==> config.mk <==
export PLATFORM = sky130hd
export DESIGN_NAME = imm_encoder
export DESIGN_NICKNAME = d
export VERILOG_FILES = /design/src/rtl/imm_pkg.sv /design/src/rtl/imm_pack.sv /design/src/rtl/imm_encoder.sv
export SDC_FILE = /design/constraint.sdc
export NUM_CORES = 1
export LEC_CHECK = 0
export ABC_AREA = 1
export CAP_MARGIN = 20
export CELL_PAD_IN_SITES_DETAIL_PLACEMENT = 1
export CELL_PAD_IN_SITES_GLOBAL_PLACEMENT = 2
export CORE_MARGIN = 8
export CORE_UTILIZATION = 27
export CTS_CLUSTER_DIAMETER = 50
export DETAILED_ROUTE_END_ITERATION = 6
export GPL_ROUTABILITY_DRIVEN = 0
export GPL_TIMING_DRIVEN = 0
export PLACE_DENSITY_LB_ADDON = 0.1
export SLEW_MARGIN = 40
export SYNTH_ARGS = -nofsm -noshare
export SYNTH_HDL_FRONTEND = slang
export SYNTH_SLANG_ARGS = --single-unit
==> constraint.sdc <==
create_clock -name clk -period 4.3 [get_ports clk]
set_input_delay 0.86 -clock clk [delete_from_list [all_inputs] [get_ports clk]]
set_output_delay 0.86 -clock clk [all_outputs]
set_load 0.02 [all_outputs]
==> src/rtl/imm_pkg.sv <==
// imm_pkg: immediate format codes shared by the immediate extender and the
// immediate encoder. Codes 5..7 are illegal and have no enumerator.
package imm_pkg;

  typedef enum logic [2:0] {
    IMM_I = 3'd0,
    IMM_S = 3'd1,
    IMM_B = 3'd2,
    IMM_U = 3'd3,
    IMM_J = 3'd4
  } imm_fmt_e;

endpackage

==> src/rtl/imm_pack.sv <==
// imm_pack: combinational packer. It places an immediate into the RV32I
// immediate bit-fields of base_instr_i, selected by imm_src_i.
//   imm_src_i    in  3   format code (imm_pkg::imm_fmt_e, 5..7 illegal)
//   imm_i        in  32  immediate (two's complement)
//   base_instr_i in  32  instruction with non-immediate fields populated
//   instr_o      out 32  packed instruction
//   err_o        out 1   illegal format, or immediate not representable
// Build option IMM_RANGE_CHECK_EN: when defined, range violations also set
// err_o. When undefined, no range logic exists and only illegal codes flag.
module imm_pack
  import imm_pkg::*;
(
  input  logic [2:0]  imm_src_i,
  input  logic [31:0] imm_i,
  input  logic [31:0] base_instr_i,
  output logic [31:0] instr_o,
  output logic        err_o
);

`ifdef IMM_RANGE_CHECK_EN
  logic fits12, fits13, fits21;
  // Each check tests that the discarded upper bits all replicate the sign bit.
  assign fits12 = (&imm_i[31:11]) | ~(|imm_i[31:11]);
  assign fits13 = (&imm_i[31:12]) | ~(|imm_i[31:12]);
  assign fits21 = (&imm_i[31:20]) | ~(|imm_i[31:20]);
`endif

  always_comb begin
    instr_o = base_instr_i;
    err_o   = 1'b0;
    case (imm_src_i)
      IMM_I: begin
        instr_o[31:20] = imm_i[11:0];
`ifdef IMM_RANGE_CHECK_EN
        err_o = ~fits12;
`endif
      end
      IMM_S: begin
        instr_o[31:25] = imm_i[11:5];
        instr_o[11:7]  = imm_i[4:0];
`ifdef IMM_RANGE_CHECK_EN
        err_o = ~fits12;
`endif
      end
      IMM_B: begin
        instr_o[31]    = imm_i[12];
        instr_o[7]     = imm_i[11];
        instr_o[30:25] = imm_i[10:5];
        instr_o[11:8]  = imm_i[4:1];
`ifdef IMM_RANGE_CHECK_EN
        err_o = ~fits13 | imm_i[0];
`endif
      end
      IMM_U: begin
        instr_o[31:12] = imm_i[31:12];
`ifdef IMM_RANGE_CHECK_EN
        err_o = |imm_i[11:0];
`endif
      end
      IMM_J: begin
        instr_o[31]    = imm_i[20];
        instr_o[19:12] = imm_i[19:12];
        instr_o[20]    = imm_i[11];
        instr_o[30:21] = imm_i[10:1];
`ifdef IMM_RANGE_CHECK_EN
        err_o = ~fits21 | imm_i[0];
`endif
      end
      default: begin
        instr_o = base_instr_i;
        err_o   = 1'b1;
      end
    endcase
  end

endmodule

==> src/rtl/imm_encoder.sv <==
// imm_encoder: a 2-stage valid/ready pipeline that packs a 32-bit immediate
// into an RV32I instruction word. Used by the program loader and self-test path.
//   clk        in  1      rising-edge clock
//   rst        in  1      synchronous active-high reset
//   in_valid   in  1      / in_ready out 1   : input handshake
//   imm_src    in  3      format I=0 S=1 B=2 U=3 J=4 (5..7 illegal)
//   imm        in  32     immediate value
//   base_instr in  32     instruction template
//   out_valid  out 1      / out_ready in 1   : output handshake
//   out_instr  out 32     encoded instruction
//   out_err    out 1      immediate not representable / illegal imm_src
//   err_count  out CNT_W  saturating count of handshaken erroneous outputs
// Build option IMM_RANGE_CHECK_EN enables range checking in imm_pack.
module imm_encoder
  import imm_pkg::*;
#(
  parameter int unsigned CNT_W = 16
) (
  input  logic             clk,
  input  logic             rst,
  input  logic             in_valid,
  output logic             in_ready,
  input  logic [2:0]       imm_src,
  input  logic [31:0]      imm,
  input  logic [31:0]      base_instr,
  output logic             out_valid,
  input  logic             out_ready,
  output logic [31:0]      out_instr,
  output logic             out_err,
  output logic [CNT_W-1:0] err_count
);

  logic             s1_valid_q, s1_valid_d;
  logic [2:0]       s1_src_q;
  logic [31:0]      s1_imm_q, s1_base_q;
  logic             s2_valid_q, s2_valid_d;
  logic [31:0]      s2_instr_q;
  logic             s2_err_q;
  logic [CNT_W-1:0] err_cnt_q, err_cnt_d;
  logic [31:0]      pk_instr;
  logic             pk_err;
  logic             s2_adv, s1_adv, in_fire, out_fire;

  imm_pack u_pack (
    .imm_src_i    (s1_src_q),
    .imm_i        (s1_imm_q),
    .base_instr_i (s1_base_q),
    .instr_o      (pk_instr),
    .err_o        (pk_err)
  );

  // Handshakes are masked while rst is high, so a reset cycle never completes
  // a transfer even though the stage registers clear only at the edge.
  assign s2_adv    = ~s2_valid_q | out_ready;
  assign s1_adv    = s1_valid_q & s2_adv;
  assign in_ready  = ~rst & (~s1_valid_q | s2_adv);
  assign out_valid = ~rst & s2_valid_q;
  assign in_fire   = in_valid & in_ready;
  assign out_fire  = out_valid & out_ready;
  assign out_instr = s2_instr_q;
  assign out_err   = s2_err_q;
  assign err_count = err_cnt_q;

  always_comb begin
    s1_valid_d = s1_valid_q;
    if (in_fire)     s1_valid_d = 1'b1;
    else if (s1_adv) s1_valid_d = 1'b0;

    s2_valid_d = s2_valid_q;
    if (s2_adv) s2_valid_d = s1_valid_q;

    err_cnt_d = err_cnt_q;
    if (out_fire && s2_err_q && (err_cnt_q != '1)) err_cnt_d = err_cnt_q + 1'b1;
  end

  always_ff @(posedge clk) begin
    if (rst) begin
      s1_valid_q <= 1'b0;
      s2_valid_q <= 1'b0;
      s2_instr_q <= '0;
      s2_err_q   <= 1'b0;
      err_cnt_q  <= '0;
    end else begin
      s1_valid_q <= s1_valid_d;
      s2_valid_q <= s2_valid_d;
      err_cnt_q  <= err_cnt_d;
      if (s1_adv) begin
        s2_instr_q <= pk_instr;
        s2_err_q   <= pk_err;
      end
    end
  end

  always_ff @(posedge clk) begin
    if (in_fire) begin
      s1_src_q  <= imm_src;
      s1_imm_q  <= imm;
      s1_base_q <= base_instr;
    end
  end

endmodule

==> results by group <==
Place
  • Setup Slack @ Placement: 0.4751 ns
  • Dpl hpwl: 10.29 mm
  • Inst Count DP: about 820
  • # port buffers: 121

Routing
  • Drt total wl: 13.86 mm
  • Via count: 3717
  • # DRC: 0
  • Final ANT Viol Nets: 0
  • Mean number of vias per cell: 4.373
  • Initial DRC Count: 192
  • DRT Pass-1 Iters: 4
  • DR WL/cell: 16.31 um

Power
  • Net switching power: 0.6488 mW
  • Internal Pwr Total: 2.252 mW
  • Comb pwr share: ~9.0%
  • Pwr Density: 421.8 nW/um2
  • Clk pwr share: 47.1%
  • Sequential power share: a little over two fifths
  • Lkg Pwr: about 2.6 nW
  • Total chip power: slightly below 3 mW
  • Sw frac: 22.37%
  • Worst IR drop on VDD: ~0.28 mV

Setup path
  • Critical Path RT: 3.44 ns
  • CP most frequent cell: clkdlybuf4s50_1
  • Worst-path fanout max: 10
  • CP top delay family: buffers and inverters
  • Startpoint types: input pin
  • WS Path Type: in2out
  • Crit path largest cell delay: 0.62 ns
  • Reg2Reg Depth: 9
  • Buf+Inv Stages, Crit Path: 5
  • Crit. path cell count: 6
  • Arr. time, crit path: about 2.9 ns
  • Worst path cell trace: clkdlybuf4s50_1 > inv_2 > clkbuf_1 > nand2_1 > inv_1 > clkdlybuf4s50_1
  • Slowest-stage cell, CP: clkdlybuf4s50_1
  • CP Capture Type: primary output

STA
  • Worst-Margin Slew: 0.7264 ns
  • Final setup vio count: 0
  • Crit path time final: 3.766 ns
  • Final Max Slew Viols: 0
  • Crit share post-route: 87.58%
  • PnR worst setup slack: 0.5339 ns
  • RSZ-0062 raised after global routing: false
  • Max_slew headroom: 51.57%
  • Final hold viol count: 0
  • Clk_skew: 0.007825 ns
  • F_max: between 0.2 and 0.3 GHz

Synthesis
  • Top cell type's share of synthesized area: 42.60%
  • Top cells by area, synth: edfxtp_1 43%, dfxtp_1 22%, nand2_1 9.6%, nand3_1 3.5%, nor2_1 3.1%
  • Seq/Total Area, Yosys: 64.21%
  • Synth Register Bits: 118
  • Synthesized area: 4723 um2
  • Net Count, Synth: 540
  • Area leader, netlist: edfxtp_1
  • Avg Inst Size Synth: just over 10 um2
  • Unique masters post-synth: 31
  • Synth Instances: between 400 and 500
  • Synthesis Warnings: 0

Global routing
  • Vias in the first global route: 4116
  • First-pass GRT wire length: around 22 mm
  • Largest net degree at the start of global routing: 22
  • Initial antenna violation count: 0
  • Overall Global Routing Usage: a little over an eighth
  • GR Overflow Total: 0

CTS
  • CTS root buf: clkbuf_16
  • Clk_lat worst skew: 0.42 ns
  • Resized cells post-CTS: 0
  • Clk buf depth: 2
  • Clk pin slew, worst setup/hold paths: roughly 0.050 ns
  • H-tree levels: 4
  • CTS Buf Count: 17
  • CTS tree: built
  • Hold buffers post-CTS: 0
  • Setup bufs post-CTS: 0
  • Num Clock Sinks: between 100 and 150

Die
  • Boundary Pins: 122
  • Full die area: 21980 um2
  • Die width: 148.3 um
  • Die span in y: 148.3 um
  • Placeable core area: 17180 um2
  • Initial Util: 27.50%
  • Rows: 48

Min path
  • Worst hold stages: 2
  • Worst hold path type: reg2reg

Finish
  • Final cell utilization of the core: 40.04%
  • # nets final: 684
  • ANT cells: 0
  • Fillers: between 1500 and 2000
  • Non-Filler Instances: 850
  • Storage element area: 3033 um2
  • Most frequent cells in the layout: 121 x nand2_1, 121 x clkdlybuf4s50_1, 67 x edfxtp_1
  • P&R area growth vs syn: 45.59%
  • Multi-input logic area: 1460 um2
  • Layout cell share with drive strength beyond 1: about an eighth

Run status
  • Outcome: completed

Run
  • Max_cap viols: 0
[cells by family after synthesis]
kind of cell / after synthesis / share of synthesized area, %
and+or+nand+nor: 222 / 20.48
AOI/OAI and AO/OA: 65 / 8.901
buffers and inverters: 56 / 5.033
DFF: 118 / 64.21
xor gates and xnor gates: 6 / 1.113
adders and majority gates: 1 / 0.2649
[cells in the mapped netlist]
cell and count:
nand2_1 121, edfxtp_1 67, dfxtp_1 51, nor2_1 39
inv_1 36, nand3_1 33, o21ai_0 16, a21oi_1 15
nand2_2 12, o211ai_1 12, a21oi_2 10, buf_2 7
nand4_1 6, clkbuf_1 5, o21a_1 5, a31oi_1 4
inv_2 4, nor2_2 4, nor2_4 4, xor2_1 4
buf_6 2, xnor2_1 2, a211oi_1 1, a41oi_1 1
buf_1 1, buf_4 1, ha_1 1, nand3b_1 1
nor3_1 1, o21ai_2 1, or2_2 1
[power groups by stage]
stage          clock network (mW)  logic (mW)  registers (mW)
6_report                     1.37       0.261            1.27
5_1_grt                      1.46       0.285            1.28
4_1_cts                      1.41       0.267            1.27
3_5_place_dp                    0       0.266            1.30
3_3_place_gp                    0       0.250            1.30
2_1_floorplan                   0      0.0825            1.32
[metrics by stage]
stage / setup TNS [ns] / hold slack (ns) / instance area (um2)
after floorplan: 0 / 0.4506 / 4726
after global placement: -62.52 / 0.4589 / 6218
after detailed placement: 0 / 0.4551 / 6309
after CTS: 0 / 0.4631 / 6877
after global routing: 0 / 0.4918 / 6877
final: 0 / 0.4621 / 6877
[layout make-up]
| class | count | area share [%] |
|---|---|---|
| well taps | 225 | 4.094 |
| clock buffers | 22 | 6.750 |
| repair buffers | 125 | 18.85 |
| clock inverters | 10 | 1.510 |
| multi-input cells | 294 | 21.23 |
| plain buffers | 16 | 1.274 |
| flip-flops and latches | 118 | 44.10 |
| inverters | 40 | 2.183 |
[worst register-to-register path, cell delays in order (launching register included)]
cell,delay (ns)
dfxtp_1,0.45
ha_1,0.25
nand2_1,0.07
nor2_1,0.10
nand2_1,0.14
nor2_1,0.22
nor2_4,0.09
buf_6,0.17
nand2_1,0.09
a21oi_2,0.05
[registers in the layout (all words and copies together), names as in the netlist]
register	cells
err_count	16
out_err	1
out_instr	32
s1_base_q	32
s1_imm_q	32
s1_src_q	3
s1_valid_q	1
s2_valid_q	1
[layer usage]
layer | vias to the layer above | share of wire (%) | track usage, %
li1 | 1855 | - | -
met1 | 1759 | 45 | 15.20
met2 | 87 | 47 | 21.51
met3 | 16 | 5.7 | 4.983
met4 | 0 | 1.7 | 5.456
met5 | - | 0 | 0
[worst paths after layout]
check,to,slack [ns],from
setup / recovery,in_ready,0.53,rst
hold / removal,out_instr[27]$_SDFFE_PP0P_,0.46,out_instr[27]$_SDFFE_PP0P_
setup reg to reg,err_count[2]$_SDFFE_PP0P_,2.53,err_count[0]$_SDFFE_PP0P_
hold reg to reg,out_instr[27]$_SDFFE_PP0P_,0.46,out_instr[27]$_SDFFE_PP0P_
Power figures use the tool's default switching activity.
